==> config.mk <==
export PLATFORM = sky130hd
export DESIGN_NAME = ysyx_22050710_sram_arbiter
export DESIGN_NICKNAME = d
export VERILOG_FILES = /design/src/rtl/ysyx_22050710_sram_arbiter.sv
export SDC_FILE = /design/constraint.sdc
export NUM_CORES = 1
export LEC_CHECK = 0
export BUFFER_PORTS_ARGS = -buffer_cell sky130_fd_sc_hd__buf_2
export CAP_MARGIN = 20
export CORE_AREA = 2 2 175 177
export CTS_CLUSTER_DIAMETER = 30
export CTS_CLUSTER_SIZE = 30
export DETAILED_ROUTE_END_ITERATION = 10
export DIE_AREA = 0 0 177 179
export SLEW_MARGIN = 20
export SYNTH_ARGS = -nofsm -noshare
export SYNTH_HDL_FRONTEND = slang
export SYNTH_SLANG_ARGS = --single-unit
==> constraint.sdc <==
create_clock -name i_clk -period 3.8 [get_ports i_clk]
set_clock_uncertainty 0.15 [all_clocks]
set_input_delay 0.76 -clock i_clk [delete_from_list [all_inputs] [get_ports i_clk]]
set_output_delay 0.76 -clock i_clk [all_outputs]
set_load 0.05 [all_outputs]
==> src/rtl/ysyx_22050710_sram_arbiter.sv <==
// Two-master SRAM-handshake arbiter: shares one memory port between instruction fetch (I) and data (D).
// One outstanding transaction; D has priority, bounded by a starvation counter that forces an I grant.
module ysyx_22050710_sram_arbiter #(
  parameter int SRAM_ADDR_WD = 32,
  parameter int SRAM_DATA_WD = 64,
  parameter int STARVE_MAX   = 4
) (
  input  logic                      i_clk,
  input  logic                      i_rst,
  input  logic                      i_inst_req,
  input  logic [SRAM_ADDR_WD-1:0]   i_inst_addr,
  output logic                      o_inst_addr_ok,
  output logic                      o_inst_data_ok,
  output logic [SRAM_DATA_WD-1:0]   o_inst_rdata,
  input  logic                      i_data_req,
  input  logic                      i_data_wr,
  input  logic [SRAM_ADDR_WD-1:0]   i_data_addr,
  input  logic [SRAM_DATA_WD/8-1:0] i_data_wstrb,
  input  logic [SRAM_DATA_WD-1:0]   i_data_wdata,
  output logic                      o_data_addr_ok,
  output logic                      o_data_data_ok,
  output logic [SRAM_DATA_WD-1:0]   o_data_rdata,
  output logic                      o_mem_req,
  output logic                      o_mem_wr,
  output logic [SRAM_ADDR_WD-1:0]   o_mem_addr,
  output logic [SRAM_DATA_WD/8-1:0] o_mem_wstrb,
  output logic [SRAM_DATA_WD-1:0]   o_mem_wdata,
  input  logic                      i_mem_addr_ok,
  input  logic                      i_mem_data_ok,
  input  logic [SRAM_DATA_WD-1:0]   i_mem_rdata
);

  typedef enum logic [1:0] {
    IDLE      = 2'd0,
    WAIT_ADDR = 2'd1,
    WAIT_DATA = 2'd2
  } state_t;

  localparam logic [3:0] STARVE_LIM = 4'(STARVE_MAX);

  state_t     state;
  state_t     state_nxt;
  logic       owner;
  logic       owner_nxt;
  logic [3:0] starve_cnt;
  logic [3:0] starve_nxt;
  logic       grant_d;
  logic       sel_d;
  logic       sel_vld;
  logic       hs;
  logic       rsp;
  logic       live;
  logic       issue;

  // State, owner and starvation counter registers
  always_ff @(posedge i_clk or posedge i_rst) begin
    if (i_rst) begin
      state      <= IDLE;
      owner      <= 1'b0;
      starve_cnt <= 4'd0;
    end else begin
      state      <= state_nxt;
      owner      <= owner_nxt;
      starve_cnt <= starve_nxt;
    end
  end

  // Grant selection, next-state and starvation counter update
  always_comb begin
    grant_d    = i_data_req && !(i_inst_req && (starve_cnt == STARVE_LIM));
    sel_d      = 1'b0;
    sel_vld    = 1'b0;
    rsp        = 1'b0;
    state_nxt  = state;
    owner_nxt  = owner;
    starve_nxt = starve_cnt;

    // In IDLE a losing D implies a pending I, so any request yields a valid selection
    case (state)
      IDLE: begin
        sel_d   = grant_d;
        sel_vld = i_data_req || i_inst_req;
      end
      WAIT_ADDR: begin
        sel_d   = owner;
        sel_vld = owner ? i_data_req : i_inst_req;
      end
      WAIT_DATA: begin
        rsp = i_mem_data_ok;
      end
      default: begin
        sel_d = 1'b0;
      end
    endcase

    hs = sel_vld && i_mem_addr_ok;

    case (state)
      IDLE: begin
        if (hs) begin
          state_nxt = WAIT_DATA;
          owner_nxt = sel_d;
        end else if (sel_vld) begin
          state_nxt = WAIT_ADDR;
          owner_nxt = sel_d;
        end else begin
          state_nxt = IDLE;
        end
      end
      WAIT_ADDR: begin
        if (hs) begin
          state_nxt = WAIT_DATA;
        end else if (!sel_vld) begin
          state_nxt = IDLE;
        end else begin
          state_nxt = WAIT_ADDR;
        end
      end
      WAIT_DATA: begin
        if (rsp) begin
          state_nxt = IDLE;
        end else begin
          state_nxt = WAIT_DATA;
        end
      end
      default: begin
        state_nxt = IDLE;
      end
    endcase

    if (hs) begin
      if (sel_d && i_inst_req) begin
        starve_nxt = (starve_cnt == STARVE_LIM) ? STARVE_LIM : 4'(starve_cnt + 4'd1);
      end else begin
        starve_nxt = 4'd0;
      end
    end else begin
      starve_nxt = starve_cnt;
    end
  end

  // Outputs are forced low while reset is held, whatever the inputs do
  assign live  = !i_rst;
  assign issue = live && sel_vld;

  assign o_mem_req   = issue;
  assign o_mem_wr    = issue && sel_d && i_data_wr;
  assign o_mem_addr  = issue ? (sel_d ? i_data_addr : i_inst_addr) : '0;
  assign o_mem_wstrb = (issue && sel_d) ? i_data_wstrb : '0;
  assign o_mem_wdata = (issue && sel_d) ? i_data_wdata : '0;

  assign o_inst_addr_ok = live && hs && !sel_d;
  assign o_data_addr_ok = live && hs && sel_d;

  assign o_inst_data_ok = live && rsp && !owner;
  assign o_data_data_ok = live && rsp && owner;
  assign o_inst_rdata   = o_inst_data_ok ? i_mem_rdata : '0;
  assign o_data_rdata   = o_data_data_ok ? i_mem_rdata : '0;

endmodule

==> run_results.csv <==
group,metric,value,unit
run_status,status,"finished, final reports clean",
sta,tightest_slew,0.809,ns
yosys,synth_area,2250,um^2
cts,cts_tree,"built",
global_routing,grt_start_max_net_pins,66,
cts,path_clk_slew,0.04,ns
routing,wl,19300,um
cts,clock_latency,0.23,ns
cts,post-cts-setup-buffers,0,
routing,drc_errors,0,
sta,finalCritPeriodShare,90.5,%
cells_and_area,nFillCells,3457,
cts,cts_resized,0,
worst_hold_path,hp-class,"flop to flop",
global_routing,track_usage,10.7,%
yosys,syn_avg_cell_area,5.88,um^2
worst_setup_path,cp.required,2.89,ns
cts,htree_levels,1,
cts,cts.sinks,7,
global_routing,grt_pass1_wl,23800,um
routing,avgViaCountPerCell,3.49,
sta,setup_tns,0,ns
yosys,ys_top_cells_by_area,"and2_1 56%, nand2_1 11%, dfrtp_1 7.8%, a21oi_1 7.3%, clkbuf_1 4.3%",
worst_setup_path,reg2reg_slack,1.40,ns
cts,cts_buffer_depth,2,
sta,slew_headroom,46.1,%
cts,hold_buffers,0,
cells_and_area,drive_gt1_share,57.1,%
routing,first_pass_iters,4,
cts,root_buffer,"clkbuf_16",
global_routing,gr-total-overflow,0,
floorplanning,num_rows,64,
yosys,synth_seq_cells,7,
placement,gp_congestion,0.873,
routing,drt_iter0_drc,150,
sta,max_freq,0.291,GHz
global_routing,antenna_found_initial,3,
placement,port_buffers,444,
global_routing,grt_pass1_vias,3603,
yosys,synth_fa_ha_area_share,1.11,%
sta,slew_violations,0,
yosys,yosys.area_share.simple,73.6,%
placement,dp_hpwl,17400,um
cells_and_area,nets,1012,
power,power,1370,uW
yosys,synth_warnings,0,
worst_setup_path,arrival,2.53,ns
sta,hold_viol,0,
sta,setup_viol,0,
routing,via_count,4183,
worst_setup_path,critical_path.max_fanout,36,
floorplanning,core_area,30000,um^2
yosys,ys_seq_area_share,7.80,%
cts,numCtsBuffers,3,
cells_and_area,syn_to_final_growth,143,%
cells_and_area,fin_area,5460,um^2
power,power.density,251,nW/um^2
floorplanning,pin_count,445,
sta,fin_crit,3.44,ns
yosys,synth_cell_types,27,
yosys,synthXorXnorAreaFrac,0,%
placement,placed_cell_area,5380,um^2
sta,rsz0062_at_grt,"false",
yosys,synth_top_cell_by_area,"and2_1",
worst_setup_path,cp-start-kind,"flop",
routing,wl_per_cell,16.1,um
power,p_leak,0.00328,uW
floorplanning,die-area,31700,um^2
yosys,syn_nets,591,
yosys,synth_compound_area_share,10.6,%
yosys,synth_cells,382,
yosys,synth_top_area_share,56.2,%
routing,antenna_left,0,
worst_setup_path,critical_path_class,"flop to output port",
floorplanning,start_util,7.48,%
flow_run,cap_violations,0,
yosys,synth_top_family_by_area,"simple AND/OR/NAND/NOR gates",
floorplanning,die_y,179,um
floorplanning,die_w,177,um
worst_setup_path,endpoint_kind,"output port",
power,ir_drop,0.000129,V
yosys,muxShareOfSynthArea,0,%
## kinds of logic after synthesis
group                      Yosys count
AOI/OAI and AO/OA                   44
adders and majority gates            2
buffers and inverters               39
DFF                                  7
and+or+nand+nor                    290
## flip-flops by register name (all words and copies together), names as in the netlist
name	count
owner	1
starve_cnt	4
state	2
## worst paths after layout
check | cells after the start | from | endpoint
worst max-delay path | 7 | starve_cnt[0] | o_mem_addr[3]
max in group asynchronous | 2 | i_rst | starve_cnt[3]
worst min-delay path | 1 | state[1] | state[0]
worst max register to register | 7 | starve_cnt[0] | starve_cnt[2]
worst min register to register | 1 | state[1] | state[0]
min in group asynchronous | 2 | i_rst | starve_cnt[2]
## per-layer routing
| layer | vias up | wire length (um) | global-route usage, % | share of wire (%) |
|---|---|---|---|---|
| met3 | 10 | 1930 | 3.14 | 10 |
| li1 | 2025 | - | - | - |
| met2 | 286 | 9020 | 18.3 | 47 |
| met5 | - | 37 | 0 | 0.19 |
| met1 | 1856 | 8210 | 13.6 | 43 |
| met4 | 6 | 119 | 1.65 | 0.62 |
## power by group
group          internal, uW  total (uW)  switching (uW)
sequential             86.3         106            19.6
combinational           326        1090             761
clock                   140         179            39.8
total                   552        1370             820
## Yosys cell counts
master,n
dfrtp_1,7
nand3_1,2
or4b_1,1
o21ai_0,4
clkbuf_1,26
inv_1,5
nor2_1,4
a31o_2,1
nand2_1,67
nor3_1,1
nand4b_1,1
o21ai_1,1
a31oi_1,2
o22a_1,1
a21oi_1,33
and3b_1,2
buf_2,8
or4_1,2
nand2b_1,3
and2_1,202
ha_1,2
nor4bb_1,1
nor4_1,2
a21o_1,1
and3_1,1
a32o_1,1
nor4b_1,1
## worst max-delay path: stages (launching register included)
cell and delay, ns:
dfrtp_1 0.41, inv_1 0.07, ha_1 0.24, nand4b_1 0.20, a31o_2 0.71, nand2_1 0.16, a21oi_1 0.21, buf_2 0.29
## cell type report
type | count | area (um^2) | area share (%)
sequential | 7 | 175 | 3.21
multi-input combinational | 336 | 1960 | 35.9
tap | 396 | 495 | 9.07
timing repair buffer | 450 | 2730 | 50.0
clock buffer | 4 | 78.8 | 1.44
antenna | 2 | 5.00 | 0.0917
inverter | 5 | 18.8 | 0.344
## stage by stage
| step | instances | util [%] | setup WS, ns | hold slack (ns) |
|---|---|---|---|---|
| after global placement | 1194 | 17.9 | 0.466 | 0.361 |
| final | 1200 | 18.2 | 0.362 | 0.380 |
| after global routing | 1198 | 18.2 | 0.199 | 0.403 |
| after CTS | 1198 | 18.2 | 0.351 | 0.383 |
| after detailed placement | 1194 | 17.9 | 0.418 | 0.372 |
| after floorplan | 382 | - | 0.260 | 0.325 |
## placed cells by master, fill, tap and decap left out, types with 2 or more instances in the layout
cell / Yosys / final
a21oi_1: 33 / 33
and2_1: 202 / 202
and3b_1: 2 / 2
buf_12: 0 / 31
buf_2: 8 / 415
buf_4: 0 / 4
clkbuf_16: 0 / 3
dfrtp_1: 7 / 7
diode_2: 0 / 2
ha_1: 2 / 2
inv_1: 5 / 5
nand2_1: 67 / 67
nand2b_1: 3 / 3
nand3_1: 2 / 2
nor2_1: 4 / 3
nor4_1: 2 / 2
o21ai_0: 4 / 4
or4_1: 2 / 2
No activity file was read; power rests on OpenSTA's default activity.
